`src/rtl/hack_pkg.sv`:
```
// rtl/hack_pkg.sv - shared state encoding and word width for the Hack boot loader
package hack_pkg;

  localparam int WORD_W = 16;

  typedef enum logic [2:0] {
    HDR_HI  = 3'd0,
    HDR_LO  = 3'd1,
    DATA_HI = 3'd2,
    DATA_LO = 3'd3,
    RUN     = 3'd4,
    ERROR   = 3'd5,
    CHK_HI  = 3'd6,
    CHK_LO  = 3'd7
  } state_t;

endpackage

```
`src/rtl/hack_boot_loader_if.sv`:
```
// rtl/hack_boot_loader_if.sv - host byte stream, ROM write port and CPU control bundle
interface hack_boot_loader_if #(parameter int ADDR_W = 15);

  logic                       rx_valid;
  logic [7:0]                 rx_data;
  logic                       rx_ready;
  logic                       reload;
  logic                       rom_we;
  logic [ADDR_W-1:0]          rom_addr;
  logic [hack_pkg::WORD_W-1:0] rom_wdata;
  logic                       cpu_reset;
  logic                       done;
  logic                       error;

  modport master (
    output rx_valid, rx_data, reload,
    input  rx_ready, rom_we, rom_addr, rom_wdata, cpu_reset, done, error
  );

  modport slave (
    input  rx_valid, rx_data, reload,
    output rx_ready, rom_we, rom_addr, rom_wdata, cpu_reset, done, error
  );

endinterface

```
`src/rtl/hack_word_asm.sv`:
```
// rtl/hack_word_asm.sv - pairs accepted bytes into big-endian words, pulsing on each lo byte
module hack_word_asm
  import hack_pkg::*;
(
  input  logic              clk,
  input  logic              reset,
  input  logic              byte_valid,
  input  logic [7:0]        byte_data,
  output logic              word_valid,
  output logic [WORD_W-1:0] word
);

  logic       lo_phase;
  logic [7:0] hi_q;

  always_ff @(posedge clk) begin
    if (reset) begin
      lo_phase <= 1'b0;
      hi_q     <= 8'h00;
    end else if (byte_valid) begin
      lo_phase <= ~lo_phase;
      if (!lo_phase) hi_q <= byte_data;
    end
  end

  // The word is presented combinationally alongside the lo byte so the FSM can act on it at once.
  assign word_valid = byte_valid & lo_phase;
  assign word       = {hi_q, byte_data};

endmodule

```
`src/rtl/hack_boot_loader.sv`:
```
// rtl/hack_boot_loader.sv - fills Hack instruction ROM from a byte stream, then releases the CPU; HACK_BOOT_CHECKSUM_EN adds a trailing checksum field
module hack_boot_loader
  import hack_pkg::*;
#(
  parameter int ADDR_W = 15
) (
  input  logic             clk,
  input  logic             reset,
  hack_boot_loader_if.slave bus
);

  localparam int CW = ADDR_W + 1;
`ifdef HACK_BOOT_CHECKSUM_EN
  localparam state_t AFTER_DATA = CHK_HI;
`else
  localparam state_t AFTER_DATA = RUN;
`endif

  state_t            state_q, state_d;
  logic [WORD_W-1:0] n_q;
  logic [CW-1:0]     cnt_q;
  logic              rom_we_q;
  logic [ADDR_W-1:0] rom_addr_q;
  logic [WORD_W-1:0] rom_wdata_q;
  logic              cpu_reset_q;
  logic              loading, accept, word_valid;
  logic [WORD_W-1:0] word;
  logic              n_load, cnt_clr, wr;
`ifdef HACK_BOOT_CHECKSUM_EN
  logic [WORD_W-1:0] sum_q;
`endif

  assign loading = (state_q != RUN) && (state_q != ERROR);
  assign accept  = bus.rx_valid & bus.rx_ready;

  hack_word_asm u_asm (
    .clk        (clk),
    .reset      (reset),
    .byte_valid (accept),
    .byte_data  (bus.rx_data),
    .word_valid (word_valid),
    .word       (word)
  );

  always_comb begin
    state_d = state_q;
    n_load  = 1'b0;
    cnt_clr = 1'b0;
    wr      = 1'b0;
    case (state_q)
      HDR_HI:  if (accept) state_d = HDR_LO;
      HDR_LO: if (word_valid) begin
        n_load  = 1'b1;
        cnt_clr = 1'b1;
        if (32'(word) > (32'd1 << ADDR_W)) state_d = ERROR;
        else if (word == '0)               state_d = AFTER_DATA;
        else                               state_d = DATA_HI;
      end
      DATA_HI: if (accept) state_d = DATA_LO;
      DATA_LO: if (word_valid) begin
        wr      = 1'b1;
        state_d = ((32'(cnt_q) + 32'd1) == 32'(n_q)) ? AFTER_DATA : DATA_HI;
      end
`ifdef HACK_BOOT_CHECKSUM_EN
      CHK_HI:  if (accept) state_d = CHK_LO;
      CHK_LO:  if (word_valid) state_d = (word == sum_q) ? RUN : ERROR;
`endif
      RUN, ERROR: if (bus.reload) begin
        state_d = HDR_HI;
        cnt_clr = 1'b1;
      end
      default: state_d = HDR_HI;
    endcase
  end

  always_ff @(posedge clk) begin
    if (reset) begin
      state_q     <= HDR_HI;
      n_q         <= '0;
      cnt_q       <= '0;
      rom_we_q    <= 1'b0;
      rom_addr_q  <= '0;
      rom_wdata_q <= '0;
      cpu_reset_q <= 1'b1;
    end else begin
      state_q  <= state_d;
      rom_we_q <= wr;
      // Released only once RUN has been held for a cycle, so the last ROM write lands first.
      cpu_reset_q <= !((state_q == RUN) && (state_d == RUN));
      if (n_load) n_q <= word;
      if (cnt_clr)  cnt_q <= '0;
      else if (wr)  cnt_q <= cnt_q + CW'(1);
      if (wr) begin
        rom_addr_q  <= cnt_q[ADDR_W-1:0];
        rom_wdata_q <= word;
      end
    end
  end

`ifdef HACK_BOOT_CHECKSUM_EN
  always_ff @(posedge clk) begin
    if (reset || cnt_clr) sum_q <= '0;
    else if (wr)          sum_q <= sum_q + word;
  end
`endif

  assign bus.rx_ready  = loading & ~reset;
  assign bus.rom_we    = rom_we_q;
  assign bus.rom_addr  = rom_addr_q;
  assign bus.rom_wdata = rom_wdata_q;
  assign bus.cpu_reset = cpu_reset_q;
  assign bus.done      = (state_q == RUN);
  assign bus.error     = (state_q == ERROR);

endmodule

```
`src/flat_wrapper.sv`:
```
// flat-port wrapper written by rule: the top's interface ports become plain ports
module hack_boot_loader_flat import hack_pkg::*;
#(
  parameter int ADDR_W = 15
)
  (clk, reset, bus_rx_valid, bus_rx_data, bus_reload, bus_rx_ready, bus_rom_we, bus_rom_addr, bus_rom_wdata, bus_cpu_reset, bus_done, bus_error);
  hack_boot_loader_if #(.ADDR_W(ADDR_W)) bus_i ();
  input  logic clk;
  input  logic reset;
  input wire logic [$bits(bus_i.rx_valid)-1:0] bus_rx_valid;
  input wire logic [$bits(bus_i.rx_data)-1:0] bus_rx_data;
  input wire logic [$bits(bus_i.reload)-1:0] bus_reload;
  output wire logic [$bits(bus_i.rx_ready)-1:0] bus_rx_ready;
  output wire logic [$bits(bus_i.rom_we)-1:0] bus_rom_we;
  output wire logic [$bits(bus_i.rom_addr)-1:0] bus_rom_addr;
  output wire logic [$bits(bus_i.rom_wdata)-1:0] bus_rom_wdata;
  output wire logic [$bits(bus_i.cpu_reset)-1:0] bus_cpu_reset;
  output wire logic [$bits(bus_i.done)-1:0] bus_done;
  output wire logic [$bits(bus_i.error)-1:0] bus_error;
  assign bus_i.rx_valid = bus_rx_valid;
  assign bus_i.rx_data = bus_rx_data;
  assign bus_i.reload = bus_reload;
  assign bus_rx_ready = bus_i.rx_ready;
  assign bus_rom_we = bus_i.rom_we;
  assign bus_rom_addr = bus_i.rom_addr;
  assign bus_rom_wdata = bus_i.rom_wdata;
  assign bus_cpu_reset = bus_i.cpu_reset;
  assign bus_done = bus_i.done;
  assign bus_error = bus_i.error;
  hack_boot_loader #(.ADDR_W(ADDR_W)) u_core (.clk(clk), .reset(reset), .bus(bus_i));
endmodule
```
`config.mk`:
```
export PLATFORM = sky130hd
export DESIGN_NAME = hack_boot_loader_flat
export DESIGN_NICKNAME = d
export VERILOG_FILES = /design/src/rtl/hack_pkg.sv /design/src/rtl/hack_boot_loader_if.sv /design/src/rtl/hack_word_asm.sv /design/src/rtl/hack_boot_loader.sv /design/src/flat_wrapper.sv
export SDC_FILE = /design/constraint.sdc
export NUM_CORES = 1
export LEC_CHECK = 0
export ABC_CLOCK_PERIOD_IN_PS = 5200
export BUFFER_PORTS_ARGS = -buffer_cell sky130_fd_sc_hd__buf_4
export CAP_MARGIN = 20
export CORE_ASPECT_RATIO = 0.5
export CORE_UTILIZATION = 58
export DETAILED_ROUTE_END_ITERATION = 10
export GPL_ROUTABILITY_DRIVEN = 0
export PLACE_DENSITY = 0.8
export SLEW_MARGIN = 20
export SYNTH_ARGS = -nofsm -noshare
export SYNTH_HDL_FRONTEND = slang
export SYNTH_SLANG_ARGS = --single-unit
export TNS_END_PERCENT = 5
```
`constraint.sdc`:
```
create_clock -name clk -period 5.2 [get_ports clk]
set_input_delay 0.26 -clock clk [delete_from_list [all_inputs] [get_ports clk]]
set_output_delay 0.26 -clock clk [all_outputs]
set_load 0.02 [all_outputs]
```
Word-level counts from Yosys, hierarchy flattened
Index checks and enable logic that the tools add are counted.

Output and inout bits: 36. Register bits: 77.

Eq/ne operators: 9. $lt $le $gt $ge: 1. Mux-type cells: 14. Reduce and logical (&&, ||, !) cells: 8. Bitwise logic cells: 5. $add $sub $neg: 2.

Operators by type and width (number): == test 32 x 16 -> 1 bit (1); 2-to-1 mux 3 bit (8); adder 16 x 1 -> 17 bit, second input constant (1); adder 16 x 1 -> 16 bit, second input constant (1); > comparator 16 bit, second input constant (1); zero test 16 bit (1); one-hot mux 3 bit (5 select lines) (1); == test 3 bit, second input constant (3); == test 3 x 2 -> 1 bit, second input constant (2); != test 3 bit, second input constant (2); 2-to-1 mux 1 bit (4); OR reduction 2 bit (2); AND 1 bit (3); == test 3 x 1 -> 1 bit, second input constant (1); zero test 3 bit (1); logical AND 1 bit (2); inverter 1 bit (2); one-hot mux 1 bit (2 select lines) (1); AND reduction 2 bit (1); zero test 1 bit (1).

Logic depth before layout (Yosys ltp)
Gate-level depths: netlist (run 1).

Depth in word-level cells: 10. Gate-level depth with buffers: 8. Mapped depth without buffers: 7.

Hierarchy
A second synthesis (run 1) with hierarchy kept.

Cell total of the unflattened synthesis: 446. Area, all modules: 3633.5 µm².

By module, submodules not included: hack_boot_loader (cells each 398, times used 1, seq. area each 1361.3 µm², area an instance 3129.3 µm²); hack_word_asm (cells each 48, times used 1, seq. area each 180.2 µm², area an instance 504.2 µm²).

Least setup slack after synthesis (run 1)
OpenSTA, ideal clock, no wires.

Path type: register to register. Start point: register u_core.cnt_q[0]. End point: register u_core.state_q[1]. Data arrival time: 1.752 ns. Period minus slack after synthesis: 1.881 ns. Stages on the path, launching flop included: 8. Path slack: 3.319 ns. Library setup time: 0.129 ns. Required time: 5.071 ns. Cells stage by stage: dfxtp_1 > ha_1 > nand3_1 > nor4bb_1 > a22o_1 > o2bb2ai_1 > nor4_2 > a21oi_1.

Word-level cells in the longest chain between the ends: 5.

RTL lines: from (decl) (RTL line hack_boot_loader.sv:21) `logic [CW-1:0] cnt_q;`; from (signal assigned) (RTL line hack_boot_loader.sv:92) `else if (wr) cnt_q <= cnt_q + CW'(1);`; adder 16 x 1 -> 17 bit (RTL line hack_boot_loader.sv:62) `state_d = ((32'(cnt_q) + 32'd1) == 32'(n_q)) ? AFTER_DATA : DATA_HI;`; == test 32 x 16 -> 1 bit (RTL line hack_boot_loader.sv:62); 2-to-1 mux 3 bit (RTL line hack_boot_loader.sv:62); 2-to-1 mux 3 bit (RTL line hack_boot_loader.sv:60) `DATA_LO: if (word_valid) begin`; one-hot mux 3 bit (5 select lines) (RTL line hack_boot_loader.sv:50) `case (state_q)`; to (signal assigned) (RTL line hack_boot_loader.sv:86) `state_q <= state_d;`; to (decl) (RTL line hack_boot_loader.sv:19) `state_t state_q, state_d;`.

No other way between the ends. A chain may end at the register's enable or synchronous reset.

Final worst setup path (run 1)
Start point: register u_core.cnt_q[2]. End point: register u_core.state_q[1].

Same word-level chain as after synthesis.

==> run summary, run 1 <==
total CTS buffers: 9
EDFF count, synth: 0
# hold bufs at CTS: 0
setup repair after global routing missed its margin: false
Area Growth Syn to Fin: 20.1%
busiest grt layer: met2
Worst-Margin Slew: 1.01 ns
drt via density: 5.93
critical path launch point type: flop
Antenna Diode Count: 0
largest net degree at the start of global routing: 62
type of the most critical hold path: in -> reg
grt met1 use: 0.370
Slowest-stage cell, CP: dfxtp_1
Fin Setup TNS: 0 ns
layout net count: 459
WP data arrival: 2.82 ns
worst skew pair latency: 0.34 ns
total wire length: 8.37 mm
Design Area, Final: 0.00416 mm^2
Post-Syn Instances: 416
Final Skew: 0.00724 ns
Rows: 19
Pre-Repair DR Iteration Count: 8
failing checks: DRC
Syn Nets: 430
clk buf depth: 2
Leak: 1.71 nW
vias in the first global route: 2,942
Max-slew headroom: 0.325
Worst EP required: 5.40 ns
Post-synth top flop: dfxtp_1
largest family of logic cells by synthesized area: simple AND/OR/NAND/NOR gates
Core ar.: 0.00561 mm^2
number of antenna violations at the first check in global routing: 0
asr flop ratio synth: 0
# Post-CTS Setup Buffers: 0
clock tree sinks: 77
I/O pin cnt: 48
antenna-violating nets left: 0
root buffer cell: clkbuf_16
post-synthesis simple-gate area fraction: 0.258
dpl hpwl: 5.55 mm
Max stage delay on crit path: 0.58 ns
Synth Area in Compound Gates: 0.0866
initial core utilization: 0.618
Seq cells post-synth: 77
global-route wire length before repair: 14.2 mm
maximum vdd drop: 0.239 mV
crit share post-route: 0.503
Worst-path clk slew: 0.06 ns
min Tclk post-route: 2.61 ns
run status: finished, violations left
CP Capture Type: flop
Post-Synthesis Cell Area: 0.00347 mm^2
final design utilization: 0.742
met2 Track Usage GR: 0.463
Post-DP Area: 0.00379 mm^2
PostCTS Resize Cnt: 0
Worst Path Max Fanout: 12
pwr dens: 330 mW/mm^2
fmax: 0.383 GHz
CTS tree: done
Chip Width: 111 um
via count: 3,099
CP dominant cell by count: nor4_2
met3 usage: 0.107
buffers added on ports: 47
Finish-stage setup viols: 0
Mean Syn Cell Area: 8.33 um^2
grt ovf: 0
WL/cell: 16.0 um
yosys warns: 0
Die ar.: 0.00631 mm^2
Synth cell types: 42
worst-path cell chain: nand3_1 -> nor4_2 -> or3b_1 -> o2111ai_1 -> nor4_2 -> a21oi_1
fin. max-slew vios: 0
XOR/XNOR share of the synthesized area: 0.0884
die height: 56.7 um
First DRT Iteration DRCs: 233
Seq/Total Area, Yosys: 0.445
total track usage: 0.291
H-Tree Level Count: 3
Final Hold Viols: 0
Adder-Cell Fraction of Synth Area: 0.00722
share of layout cells above drive strength 1: 0.156
Max-Cap Viols: 0
# DRC: 2
kind of critical path: reg -> reg
mux contribution to synthesized area: 0.0722
[Yosys cell counts, drive strengths merged (3+ instances only)]
cell    instances  share of area
nand3          13          0.019
nor2b           3         0.0054
nand2          72          0.078
or3             6          0.012
mux2i          25          0.072
buf            13          0.017
inv             5         0.0054
a21oi          42          0.061
dfxtp          77           0.44
nor3            7          0.010
and3            3         0.0054
clkbuf         18          0.019
nor4            9          0.020
nor2           48          0.052
xnor2          18          0.045
xor2           17          0.043
nand4          14          0.027
[cells in the final DEF (no fill, tap or decap), types with 3 or more instances in the layout]
cell,n
a21oi_1,42
and3_1,3
buf_4,48
bufinv_16,3
clkbuf_16,9
dfxtp_1,77
inv_1,5
inv_6,3
mux2i_1,25
nand2_1,72
nand3_1,13
nand4_1,13
nor2_1,48
nor2b_1,3
nor3_1,7
nor4_1,7
or3_1,5
xnor2_1,18
xor2_1,17
[sequential cells by signal, summed over array words and instances, names as in the netlist]
register	cells
u_core.bus.rom_we	1
u_core.bus.rom_addr	15
u_core.u_asm.lo_phase	1
u_core.u_asm.hi_q	8
u_core.state_q	3
u_core.cnt_q	16
u_core.bus.cpu_reset	1
u_core.bus.rom_wdata	16
u_core.n_q	16
[cells by family (layout without fill, tap and decap cells)]
kind of cell / count (synthesis) / after routing
compound gates: 53 / 53
xor+xnor: 35 / 35
fa+ha+maj: 2 / 2
buf+inv: 36 / 70
flops: 77 / 77
mux: 25 / 25
simple gates: 188 / 188
[layer usage]
metal	wire length (um)	share of wire	vias to the layer above
met5	0	0	-
met3	826	0.099	23
met4	192	0.023	0
met2	3760	0.45	145
li1	-	-	1466
met1	3590	0.43	1465
[final cells by class]
| cell class | instances | area (um^2) |
|---|---|---|
| inverters | 5 | 18.8 |
| repair buffers | 49 | 388 |
| multi-input cells | 303 | 1780 |
| well taps | 73 | 91.3 |
| flip-flops and latches | 77 | 1540 |
| fillers | 407 | 1450 |
| clock inverters | 6 | 116 |
| clock buffers | 10 | 229 |
[metrics by stage]
| step | total power [mW] | instances | worst slack (ns) | hold WS, ns |
|---|---|---|---|---|
| CTS | 1.37 | 522 | 2.65 | 0.195 |
| finish | 1.37 | 523 | 2.59 | 0.200 |
| detailed placement | 0.654 | 506 | 2.52 | 0.449 |
| floorplan | 0.637 | 416 | 3.32 | 0.396 |
| global placement | 0.652 | 506 | 2.58 | 0.446 |
| global route | 1.41 | 523 | 2.37 | 0.198 |
[worst max-delay path: cells and delay by family (launching register included)]
kind	cells	cell delay [ns]
AO/OA/AOI/OAI	2	0.29
flip-flops	1	0.58
AND/OR/NAND/NOR	4	1.60
[power by group]
part,leakage [nW],internal [mW],switching [mW]
Sequential,0.621,0.595,0.00730
Clock,0.168,0.474,0.256
Combinational,0.925,0.0157,0.0244
[worst paths after layout]
kind                                       start                              endpoint  slack [ns]  depth (start not counted)
max                 u_core.cnt_q[2]$_SDFFE_PP0P_          u_core.state_q[1]$_SDFF_PP0_        2.59                          6
min                               bus_rx_data[0]  u_core.bus.rom_wdata[0]$_SDFFE_PP0P_        0.20                          3
max reg2reg         u_core.cnt_q[2]$_SDFFE_PP0P_          u_core.state_q[1]$_SDFF_PP0_        2.59                          6
min reg2reg  u_core.bus.rom_addr[3]$_SDFFE_PP0P_   u_core.bus.rom_addr[3]$_SDFFE_PP0P_        0.45                          2
Note: power is estimated with default switching activity, not from simulation.
==> run 2: changes to the inputs <==
Settings changed: ABC_AREA set to 1, ABC_CLOCK_PERIOD_IN_PS 5200 to 2530, CORE_UTILIZATION 58 to 57, PLACE_DENSITY 0.8 to 0.79.
Clock period 5.2 ns to 2.53 ns, I/O delays scaled along.
==> run 2 against run 1 <==
The flow now finishes without violations; utilization down 3.0 points; critical path depth up 6; combinational power increased to 2.7 times the previous value; global-route usage is 0.11 points lower; clock-buffer cell count is 1 higher; largest cell class unchanged.
==> run summary, run 2 <==
Max stage delay on crit path: 0.43 ns
Hold Slack: 0.0432 ns
Chip Width: 116 um
Pre-Repair DR Iteration Count: 4
clk buf depth: 2
Comb power frac: 0.042
Die ar.: 0.00683 mm^2
clock share of power: 0.484
largest area contributor in the netlist: dfxtp_1
met2 Track Usage GR: 0.417
fmax: 0.470 GHz
layout net count: 569
worst-path cell chain: ha_1 -> nand2_1 -> nor2_2 -> nand3_1 -> xor2_1 -> nand2_1 -> nand2_1 -> nand2_2 -> nor2_2 -> nand3_2 -> nand2_1 -> nand3_2
grt met1 use: 0.402
CTS tree: done
pre-CTS setup slack: 0.514 ns
First DRT Iteration DRCs: 248
Seq/Total Area, Yosys: 0.417
met3 usage: 0.110
initial core utilization: 0.601
Post-DP Area: 0.00408 mm^2
Seq cells post-synth: 77
Worst Setup Slack, final: 0.404 ns
Worst-path clk slew: 0.06 ns
part of the power in registers: 0.474
Slowest-stage cell, CP: dfxtp_1
internal power: 1.99 mW
Synth cell types: 33
WP data arrival: 2.34 ns
Final Power: 2.60 mW
Finish-stage setup viols: 0
global-route wire length before repair: 14.7 mm
run status: completed
top area cells in the synthesized netlist: dfxtp_1 42%, nand2_1 9.1%, o21ai_0 7.8%
# DRC: 0
most common cell after layout, fill and taps aside: nand2_1
Fin Setup TNS: 0 ns
Worst path top cell family by delay: simple AND/OR/NAND/NOR gates
Syn Nets: 528
vias in the first global route: 3,012
count leader, synth: nand2_1
maximum vdd drop: 0.447 mV
total CTS buffers: 9
CP Capture Type: flop
root buffer cell: clkbuf_16
Final Hold Viols: 0
EDFF count, synth: 0
kind of critical path: reg -> reg
drt via density: 5.41
I/O pin cnt: 48
switching share of total power: 0.235
fin. max-slew vios: 0
die height: 59.0 um
Worst Path Max Fanout: 6
critical path buffer and inverter count: 0
pwr dens: 593 mW/mm^2
asr flop ratio synth: 0
P_sw: 612 uW
Post-synth top flop: dfxtp_1
clock tree sinks: 77
grt ovf: 0
total track usage: 0.290
setup repair after global routing missed its margin: false
largest net degree at the start of global routing: 52
Max-slew headroom: 0.651
Post-Synthesis Cell Area: 0.00370 mm^2
total wire length: 9.06 mm
Rows: 20
Max-Cap Viols: 0
via count: 3,505
Design Area, Final: 0.00438 mm^2
Antenna Diode Count: 0
dpl hpwl: 6.35 mm
Worst EP required: 2.75 ns
min Tclk post-route: 2.13 ns
share of layout cells above drive strength 1: 0.182
Post-Syn Instances: 514
worst skew pair latency: 0.34 ns
CP dominant cell by count: nand2_1
Synth top area share: 0.417
most frequent cells in the layout: 90 x nand2_1, 77 x dfxtp_1, 73 x nor2_1
buffers added on ports: 47
type of the most critical hold path: in -> reg
number of antenna violations at the first check in global routing: 0
Worst-Margin Slew: 0.523 ns
WL/cell: 14.0 um
Leak: 1.78 nW
Core ar.: 0.00616 mm^2
crit share post-route: 0.840
yosys warns: 0
critical path launch point type: flop
Area Growth Syn to Fin: 18.5%
Mean Syn Cell Area: 7.20 um^2
H-Tree Level Count: 3
Final Skew: 0.00588 ns
antenna-violating nets left: 0
busiest grt layer: met2
synth cell count leaders: 90 x nand2_1, 77 x dfxtp_1, 73 x nor2_1
-- run 2: path summary, 6_finish.rpt --
path                                      startpoint                                  to  slack (ns)  cells past startpoint
setup / recovery        u_core.cnt_q[0]$_SDFFE_PP0P_     u_core.bus.cpu_reset$_SDFF_PP1_        0.40                     12
hold / removal                        bus_rx_data[5]          u_core.n_q[5]$_SDFFE_PP0P_        0.04                      3
setup reg to reg        u_core.cnt_q[0]$_SDFFE_PP0P_     u_core.bus.cpu_reset$_SDFF_PP1_        0.40                     12
hold reg to reg   u_core.u_asm.lo_phase$_SDFFE_PP0P_  u_core.u_asm.lo_phase$_SDFFE_PP0P_        0.47                      2
-- run 2: timing repair --
action	4_1_cts	5_1_grt
endpoints found under the setup margin	0	0
gates resized for setup	0	0
setup buffers	0	0
hold buffers	1	0
hold endpoints to repair	4	0
-- run 2: tightest hold or removal path, cell delays in order --
cell    delay (ns)
buf_4         0.10
nor2_1        0.04
nor2_1        0.08
-- run 2: kinds of logic after synthesis --
family,share of synthesized area
simple gates,0.281
compound gates,0.197
buf+inv,0.0822
flops,0.417
xor+xnor,0.0159
fa+ha+maj,0.00676
-- run 2: layout make-up --
type	instances	area, um^2
clock buffer	11	253
clock inverter	5	41.3
fill	536	1770
inverter	46	173
multi-input combinational	368	1850
sequential	77	1540
tap	88	110
timing repair buffer	53	413
-- run 2: metrics by stage --
| step | util | instances |
|---|---|---|
| after floorplan | - | 514 |
| after global placement | 0.663 | 631 |
| after detailed placement | 0.663 | 631 |
| after CTS | 0.712 | 648 |
| after global routing | 0.712 | 648 |
| final | 0.712 | 648 |
-- run 2: power by group through the flow --
stage / Sequential (mW) / Combinational (mW) / Clock [mW]
after floorplan: 1.26 / 0.0686 / 0
after CTS: 1.23 / 0.109 / 1.27
final: 1.23 / 0.109 / 1.26
after global routing: 1.23 / 0.122 / 1.33
after detailed placement: 1.26 / 0.107 / 0
after global placement: 1.26 / 0.106 / 0
-- run 2: metal layers --
metal  vias to the layer above  part of all wire
met5                         -                 0
met4                         0             0.015
met3                        12             0.090
met2                       124              0.41
met1                      1576              0.49
li1                       1793                 -
==> run 3: changes to the inputs <==
Settings changed: ABC_CLOCK_PERIOD_IN_PS 2530 to 1880, CORE_UTILIZATION 57 to 52, PLACE_DENSITY 0.79 to 0.76.
Clock period 2.53 ns to 1.88 ns, I/O delays scaled along.
==> run 3 against run 2 <==
First-iteration DRC count grew 2.0%; global-route usage shrank 2.0 points; utilization shrank 0.90 points; clock skew is essentially flat; critical path type unchanged; highest routed layer unchanged.
==> run summary, run 3 (synthesis results as in run 2) <==
Worst-path clk slew: 0.06 ns
worst skew pair latency: 0.34 ns
Rows: 21
most common cell after layout, fill and taps aside: nand2_1
hold path start: bus_rx_data[5]
critical path launch point type: flop
kind of critical path: reg -> reg
R2R cell count: 14
pre-CTS setup slack: -0.0435 ns
die height: 61.6 um
global-route wire length before repair: 14.9 mm
clock tree sinks: 77
H-Tree Level Count: 3
fmax: 0.554 GHz
share of layout cells above drive strength 1: 0.263
Leak: 1.96 nW
type of the most critical hold path: in -> reg
Final Skew: 0.00560 ns
Fin Setup TNS: 0 ns
initial core utilization: 0.546
Worst EP required: 2.10 ns
root buffer cell: clkbuf_16
total CTS buffers: 9
pwr dens: 768 mW/mm^2
total track usage: 0.270
First DRT Iteration DRCs: 253
# DRC: 0
grt met1 use: 0.383
drt via density: 5.41
run status: completed
Core ar.: 0.00678 mm^2
worst reg2reg endpoint: u_core.bus.cpu_reset$_SDFF_PP1_
crit share post-route: 0.960
Worst-Margin Slew: 0.530 ns
final design utilization: 0.703
fin. max-slew vios: 0
Worst Setup Slack, final: 0.0743 ns
Finish-stage setup viols: 0
Antenna Diode Count: 0
Max-Cap Viols: 0
Hold Path Stages: 3
dpl hpwl: 6.65 mm
WL/cell: 14.8 um
Chip Width: 121 um
met2 Track Usage GR: 0.387
most frequent cells in the layout: 80 x nand2_1, 73 x buf_4, 69 x nor2_1, 69 x dfxtp_1, 57 x o21ai_0
number of antenna violations at the first check in global routing: 0
worst r2r src: u_core.cnt_q[2]$_SDFFE_PP0P_
Die ar.: 0.00747 mm^2
I/O pin cnt: 48
vias in the first global route: 3,004
total wire length: 10.0 mm
via count: 3,665
maximum vdd drop: 0.606 mV
CP Capture Type: flop
Hold Crit Endpoint: u_core.n_q[5]$_SDFFE_PP0P_
met3 usage: 0.0935
largest net degree at the start of global routing: 48
layout net count: 595
grt ovf: 0
register-to-register setup slack: 0.07 ns
Max-slew headroom: 0.646
clk buf depth: 2
Final Hold Viols: 0
antenna-violating nets left: 0
Area Growth Syn to Fin: 28.9%
Worst Path Max Fanout: 5
WP data arrival: 2.03 ns
busiest grt layer: met2
Pre-Repair DR Iteration Count: 5
buffers added on ports: 47
min Tclk post-route: 1.81 ns
CTS tree: done
setup repair after global routing missed its margin: true
[run 3: cell types whose count changed in the layout (fill, tap and decap cells not counted), sizes merged]
cell,previous run,this run
inv,48,47
bufinv,0,2
clkinvlp,2,1
buf,52,77
[run 3: per-layer routing]
layer,routed length [um],part of all wire
met3,974,0.097
met1,4830,0.48
met2,4110,0.41
met4,102,0.010
met5,0,0
[run 3: worst max path at each step]
stage	from	to	slack, ns	cells after the start
2_1_floorplan	u_core.cnt_q[0]$_SDFFE_PP0P_	u_core.bus.cpu_reset$_SDFF_PP1_	0.07	12
3_3_place_gp	u_core.cnt_q[0]$_SDFFE_PP0P_	u_core.bus.cpu_reset$_SDFF_PP1_	0.04	12
3_5_place_dp	u_core.cnt_q[0]$_SDFFE_PP0P_	u_core.bus.cpu_reset$_SDFF_PP1_	-0.04	12
4_1_cts	u_core.cnt_q[0]$_SDFFE_PP0P_	u_core.bus.cpu_reset$_SDFF_PP1_	0.03	15
5_1_grt	u_core.cnt_q[0]$_SDFFE_PP0P_	u_core.bus.cpu_reset$_SDFF_PP1_	-0.06	14
6_report	u_core.cnt_q[2]$_SDFFE_PP0P_	u_core.bus.cpu_reset$_SDFF_PP1_	0.07	14
[run 3: area by class of cell]
cell class              count  area [um^2]
fillers                   537         2010
multi-input cells         368         1960
flip-flops and latches     77         1560
repair buffers             79          639
clock buffers              10          229
inverters                  46          175
well taps                  92          115
clock inverters             5         85.1
[run 3: worst max-delay path, cell delays in order, from the launching register on]
cell	delay [ns]
dfxtp_4	0.38
nand2_1	0.11
nor2_4	0.15
buf_12	0.13
nand2_2	0.07
nor2_1	0.11
nand2_1	0.08
nand2_1	0.09
nand2_1	0.06
nand2_2	0.07
nand3_2	0.07
nor2_2	0.09
nand3_2	0.11
nand2_1	0.09
nand3_2	0.06
[run 3: what timing repair did]
action | 4_1_cts | 5_1_grt
pin swaps | 0 | 10
hold buffers | 1 | 0
setup buffers | 0 | 10
hold endpoints to repair | 4 | 0
gates cloned | 0 | 1
gates resized for setup | 5 | 39
endpoints found under the setup margin | 1 | 8
[run 3: metrics by stage]
stage                     cell area [um^2]  power, mW  instances  hold WS, ns
after floorplan                       3700       1.78        514        0.156
after global placement                4200       1.84        650        0.326
after CTS                             4540       3.67        666       0.0159
after global routing                  4770       3.75        677       0.0340
after detailed placement              4200       1.84        650        0.317
final                                 4770       3.66        677       0.0254
[run 3: power breakdown]
group / leakage, nW / switching (mW) / internal [mW]
logic: 1.18 / 0.0994 / 0.0516
clock network: 0.149 / 0.693 / 1.16
registers: 0.627 / 0.00919 / 1.65
total: 1.96 / 0.801 / 2.86
